<file path="src/rtl/sa_1d_stream.sv">
// Transposed-form systolic 1-D FIR: NUM_PE taps, streamed samples, two-cycle result latency.
// Optional macro SA_SAT_EN: clamp results to PSUM_WIDTH and report clamping on sat_flag.
module sa_1d_stream #(
  parameter int unsigned DATA_WIDTH = 8,
  parameter int unsigned NUM_PE     = 3,
  parameter int unsigned PSUM_WIDTH = 16
) (
  input  logic                         clk,
  input  logic                         rst_n,
  input  logic                         load_start,
  input  logic                         w_valid,
  input  logic signed [DATA_WIDTH-1:0] w_data,
  input  logic                         start,
  input  logic [15:0]                  frame_len,
  input  logic                         valid_in,
  input  logic signed [DATA_WIDTH-1:0] data_in,
  output logic                         in_ready,
  output logic                         valid_out,
  output logic signed [PSUM_WIDTH-1:0] psum_out,
  output logic                         busy,
  output logic                         done,
  output logic                         sat_flag
);

  localparam int unsigned AW = 2 * DATA_WIDTH + $clog2(NUM_PE);
  localparam int unsigned IW = $clog2(NUM_PE);

  typedef enum logic [1:0] {StIdle, StLoad, StRun, StDrain} state_e;

  state_e                        r_state, w_state_d;
  logic signed [DATA_WIDTH-1:0]  r_w [NUM_PE];
  logic [IW-1:0]                 r_widx;
  logic                          r_loaded;
  logic [15:0]                   r_cnt, r_len;
  logic                          r_dcnt;
  logic signed [AW-1:0]          r_p [NUM_PE];
  logic signed [AW-1:0]          w_prod [NUM_PE];
  logic                          r_v1, r_valid;
  logic signed [PSUM_WIDTH-1:0]  r_psum, w_res;
  logic                          w_load_go, w_start_go, w_acc, w_last_w, w_last_x, w_warm;

  assign w_load_go  = (r_state == StIdle) && load_start;
  assign w_start_go = (r_state == StIdle) && !load_start && start && r_loaded;
  assign in_ready   = (r_state == StRun) && (r_cnt != r_len);
  assign w_acc      = valid_in && in_ready;
  assign w_last_w   = (r_state == StLoad) && w_valid && (r_widx == IW'(NUM_PE - 1));
  assign w_last_x   = w_acc && (({1'b0, r_cnt} + 17'd1) == {1'b0, r_len});
  // r_cnt is the index n of the sample being accepted
  assign w_warm     = r_cnt >= 16'(NUM_PE - 1);

  always_comb begin
    for (int k = 0; k < NUM_PE; k++) begin
      w_prod[k] = AW'(r_w[k]) * AW'(data_in);
    end
  end

`ifdef SA_SAT_EN
  localparam int unsigned EW = (AW > PSUM_WIDTH) ? AW : PSUM_WIDTH;
  localparam logic signed [EW-1:0] SMAX = {{(EW - PSUM_WIDTH + 1){1'b0}}, {(PSUM_WIDTH - 1){1'b1}}};
  localparam logic signed [EW-1:0] SMIN = {{(EW - PSUM_WIDTH + 1){1'b1}}, {(PSUM_WIDTH - 1){1'b0}}};
  logic signed [EW-1:0] w_ext;
  logic                 w_clip;
  logic                 r_sat;

  always_comb begin
    w_ext  = EW'(r_p[0]);
    w_clip = 1'b0;
    w_res  = w_ext[PSUM_WIDTH-1:0];
    if (w_ext > SMAX) begin
      w_clip = 1'b1;
      w_res  = SMAX[PSUM_WIDTH-1:0];
    end else if (w_ext < SMIN) begin
      w_clip = 1'b1;
      w_res  = SMIN[PSUM_WIDTH-1:0];
    end
  end

  always_ff @(posedge clk or negedge rst_n) begin
    if (!rst_n) begin
      r_sat <= 1'b0;
    end else if (w_start_go) begin
      r_sat <= 1'b0;
    end else if (r_v1 && w_clip) begin
      r_sat <= 1'b1;
    end
  end

  assign sat_flag = r_sat;
`else
  assign w_res    = PSUM_WIDTH'(r_p[0]);
  assign sat_flag = 1'b0;
`endif

  always_comb begin
    w_state_d = r_state;
    unique case (r_state)
      StIdle: begin
        if (w_load_go) begin
          w_state_d = StLoad;
        end else if (w_start_go) begin
          w_state_d = StRun;
        end
      end
      StLoad:  if (w_last_w) w_state_d = StIdle;
      StRun:   if ((r_cnt == r_len) || w_last_x) w_state_d = StDrain;
      StDrain: if (r_dcnt) w_state_d = StIdle;
      default: w_state_d = StIdle;
    endcase
  end

  always_ff @(posedge clk or negedge rst_n) begin
    if (!rst_n) begin
      r_state <= StIdle;
    end else begin
      r_state <= w_state_d;
    end
  end

  always_ff @(posedge clk or negedge rst_n) begin
    if (!rst_n) begin
      for (int k = 0; k < NUM_PE; k++) begin
        r_w[k] <= '0;
        r_p[k] <= '0;
      end
      r_widx   <= '0;
      r_loaded <= 1'b0;
      r_cnt    <= '0;
      r_len    <= '0;
      r_dcnt   <= 1'b0;
      r_v1     <= 1'b0;
      r_valid  <= 1'b0;
      r_psum   <= '0;
    end else begin
      if (w_load_go) begin
        r_widx <= '0;
      end else if ((r_state == StLoad) && w_valid) begin
        r_w[r_widx] <= w_data;
        r_widx      <= r_widx + IW'(1);
      end
      if (w_last_w) begin
        r_loaded <= 1'b1;
      end
      if (w_start_go) begin
        r_cnt <= '0;
        r_len <= frame_len;
        for (int k = 0; k < NUM_PE; k++) begin
          r_p[k] <= '0;
        end
      end else if (w_acc) begin
        r_cnt <= r_cnt + 16'd1;
        r_p[NUM_PE-1] <= w_prod[NUM_PE-1];
        for (int k = 0; k < NUM_PE - 1; k++) begin
          r_p[k] <= r_p[k+1] + w_prod[k];
        end
      end
      r_dcnt  <= (r_state == StDrain) && !r_dcnt;
      r_v1    <= w_acc && w_warm;
      r_valid <= r_v1;
      if (r_v1) begin
        r_psum <= w_res;
      end
    end
  end

  assign valid_out = r_valid;
  assign psum_out  = r_psum;
  assign busy      = (r_state != StIdle);
  assign done      = (r_state == StDrain) && r_dcnt;

endmodule

</file>
<file path="config.mk">
export PLATFORM = sky130hd
export DESIGN_NAME = sa_1d_stream
export DESIGN_NICKNAME = d
export VERILOG_FILES = /design/src/rtl/sa_1d_stream.sv
export SDC_FILE = /design/constraint.sdc
export NUM_CORES = 1
export LEC_CHECK = 0
export BUFFER_PORTS_ARGS = -buffer_cell sky130_fd_sc_hd__buf_2
export CAP_MARGIN = 20
export CORE_MARGIN = 2
export CORE_UTILIZATION = 55
export CTS_CLUSTER_SIZE = 12
export DETAILED_ROUTE_END_ITERATION = 8
export PLACE_DENSITY = 0.72
export SLEW_MARGIN = 20
export SYNTH_ARGS = -nofsm -noshare
export SYNTH_HDL_FRONTEND = slang
export SYNTH_SLANG_ARGS = --single-unit
export TNS_END_PERCENT = 30
</file>
<file path="constraint.sdc">
create_clock -name clk -period 6 [get_ports clk]
set_input_delay 1.2 -clock clk [delete_from_list [all_inputs] [get_ports clk]]
set_output_delay 1.2 -clock clk [all_outputs]
set_load 0.02 [all_outputs]
</file>
==> impl_metrics.toml <==
[clock_network]
cts_tree = "yes"
cts.sinks = 128
hold_buffers = 0
cts.reportedPaths.clkPinSlew_ps = 60
cts_root_buf = "clkbuf_16"
ctsResizeCount = 0
clk_latency_ps = 440
cts_inserted_buffers = 17
htree_levels = 4
post_cts_buffers = 0
clock_path_buffers = 2

[synth]
synthFlopType = "dfrtp_1"
synth_seq_area_share_pct = 22.91
ys.warnings.count = 0
yosysUniqueCellTypes = 51
synth.ff_latch_count = 128
avgSynthCellArea_um2 = 9.710
netlist_area_mm2 = 0.01398
synth_area_leaders = "fa_1 (28%), dfrtp_1 (23%), ha_1 (9.7%)"
synthCells = 1440
syn_nets = 1783
synth_edf_count = 0
yosysTopAreaCell = "fa_1"
synth_top_cell_area_share_pct = 28.21
synth-async-reset-ratio_pct = 100.0

[grt]
antenna_found_initial = 0
overflow = 0
grt_pass1_vias = 9986
track_usage_pct = 23.76
grt_max_degree = 98
grt_first_pass_wirelength_mm = 49.78

[place]
gp_congestion = 0.8263
port_buffers = 57
dp_slack_ps = -21.26
hpwl_mm = 21.79

[timing]
min_period_ps = 5669
final_hold_viol_count = 0
rsz0062_at_grt = "no"
max_slew_margin_pct = 36.68
period_share_pct = 94.48
maxSlewViolCount = 0
finClkSkew_ps = 11.24
setup_viol = 0
timing.final.ws_setup_ps = 331.4
tightestPinTransition_ps = 949.7
fmax_ghz = 0.1764

[die]
ios = 59
dieArea_mm2 = 0.02671
rows = 58
coreArea_mm2 = 0.02504
die_h_um = 163.4
die_x_um = 163.4
start_util_pct = 55.85

[detailed_routing]
firstDrtPassIters = 5
post_drt_wl_per_cell_um = 16.00
drt_iter0_drc = 695
wl_mm = 29.13
vias = 9914
ant_nets = 0
drc = 0
vias_per_cell = 5.447

[worst_setup_path]
crit_path_start_kind = "input pin"
required_ps = 6330
path_class = "input pin to flip-flop"
path_max_fanout = 24
arrival_ps = 6000
cp-end-kind = "flip-flop"

[flow_run]
maxCapViolCount = 0

[final_layout]
final_nets = 1821
final_cell_mix = "inv_1 (245), fa_1 (197), nand2_1 (163)"
fill_cells = 2105
area_growth_pct = 8.608
drive_above_1_share_pct = 10.87
antennaDiodeCount = 0
post-route-util_pct = 60.65
layout_commonest_cell = "inv_1"

[worst_hold_path]
hold_path.class = "flip-flop to flip-flop"

[run_status]
status = "finished clean"
==> registers in the layout, indices dropped and copies added (netlist names) <==
name       cells
r_state        2
r_loaded       1
r_len         16
r_cnt         16
psum_out      16
r_v1           1
r_w           24
r_widx         2
r_dcnt         1
valid_out      1
r_p           48
==> worst max-delay path, stage by stage <==
cell     delay (ps)
buf_2           420
nand2_1         160
fa_1            520
fa_1            500
inv_1            50
fa_1            500
fa_1            510
fa_1            420
ha_1            330
o21ai_0         360
a21oi_1         120
o31ai_1         460
a21oi_1         170
o31ai_1         280
==> cell usage after synthesis, types with 2 or more instances <==
library cell,instances
buf_4,7
ha_1,108
nand3_1,54
nand2b_1,10
o21bai_1,4
a21o_1,9
mux2i_1,5
buf_6,5
dfrtp_1,128
a211oi_1,5
a41oi_1,3
buf_2,4
nor4_1,7
clkbuf_1,36
xnor2_1,51
buf_1,5
o211ai_1,5
nor2b_1,4
o22ai_1,3
inv_1,245
a31o_2,2
xor2_1,27
or2_2,4
a21oi_1,32
o21ai_0,58
mux2_4,2
nor3_1,14
and2_1,100
or3_1,13
a2111o_1,3
or4_1,2
mux2_2,41
nand4_1,5
fa_1,197
o21a_1,5
and3_1,6
a22o_1,3
o31ai_1,15
or4_4,2
nor2_1,37
a31oi_1,2
nand2_1,163
==> through the flow <==
step	std cells	TNS (ps)	hold slack [ps]	instance area, µm²
2_1_floorplan	1440	0	351.9	13980
3_3_place_gp	1789	0	428.9	14570
3_5_place_dp	1789	-21.26	436.4	14570
4_1_cts	1820	0	444.9	15190
5_1_grt	1820	0	476.2	15190
6_report	1820	0	445.2	15190
==> cell type report <==
type | instances | area (µm²) | area share [%]
Multi-Input combinational cell | 1010 | 9592 | 63.16
Sequential cell | 128 | 3203 | 21.09
Inverter | 245 | 919.6 | 6.056
Clock buffer | 20 | 456.7 | 3.007
Timing Repair Buffer | 76 | 446.7 | 2.941
Tap cell | 330 | 412.9 | 2.719
Clock inverter | 11 | 155.1 | 1.022
==> logic make-up after synthesis <==
kind of cell | count (synthesis) | share of synthesized area [%]
mux | 48 | 3.875
simple gates | 423 | 14.88
compound gates | 154 | 6.837
flops | 128 | 22.91
xor+xnor | 79 | 5.002
fa+ha+maj | 305 | 37.87
other cells | 1 | 0.02682
buf+inv | 302 | 8.600
==> metal layers <==
| metal | global-route usage [%] | part of all wire [%] | vias up |
|---|---|---|---|
| li1 | - | - | 4613 |
| met1 | 33.86 | 45 | 5029 |
| met2 | 38.43 | 49 | 231 |
| met3 | 3.454 | 4.1 | 41 |
| met4 | 6.114 | 1.8 | 0 |
| met5 | 0 | 0 | - |
==> worst paths after layout <==
path / to / slack (ps) / start / cells past startpoint
max in group asynchronous: psum_out[9] / 4110 / rst_n / 2
min in group asynchronous: r_len[7] / 760 / rst_n / 1
setup reg to reg: r_p[30] / 940 / r_w[8] / 13
hold / removal: r_dcnt / 450 / r_dcnt / 1
setup / recovery: r_p[30] / 330 / data_in[4] / 14
hold reg to reg: r_dcnt / 450 / r_dcnt / 1
Power is left out: the tool's default activity adds up to more than one toggle a clock period on the data nets, which glitch-free logic cannot reach.
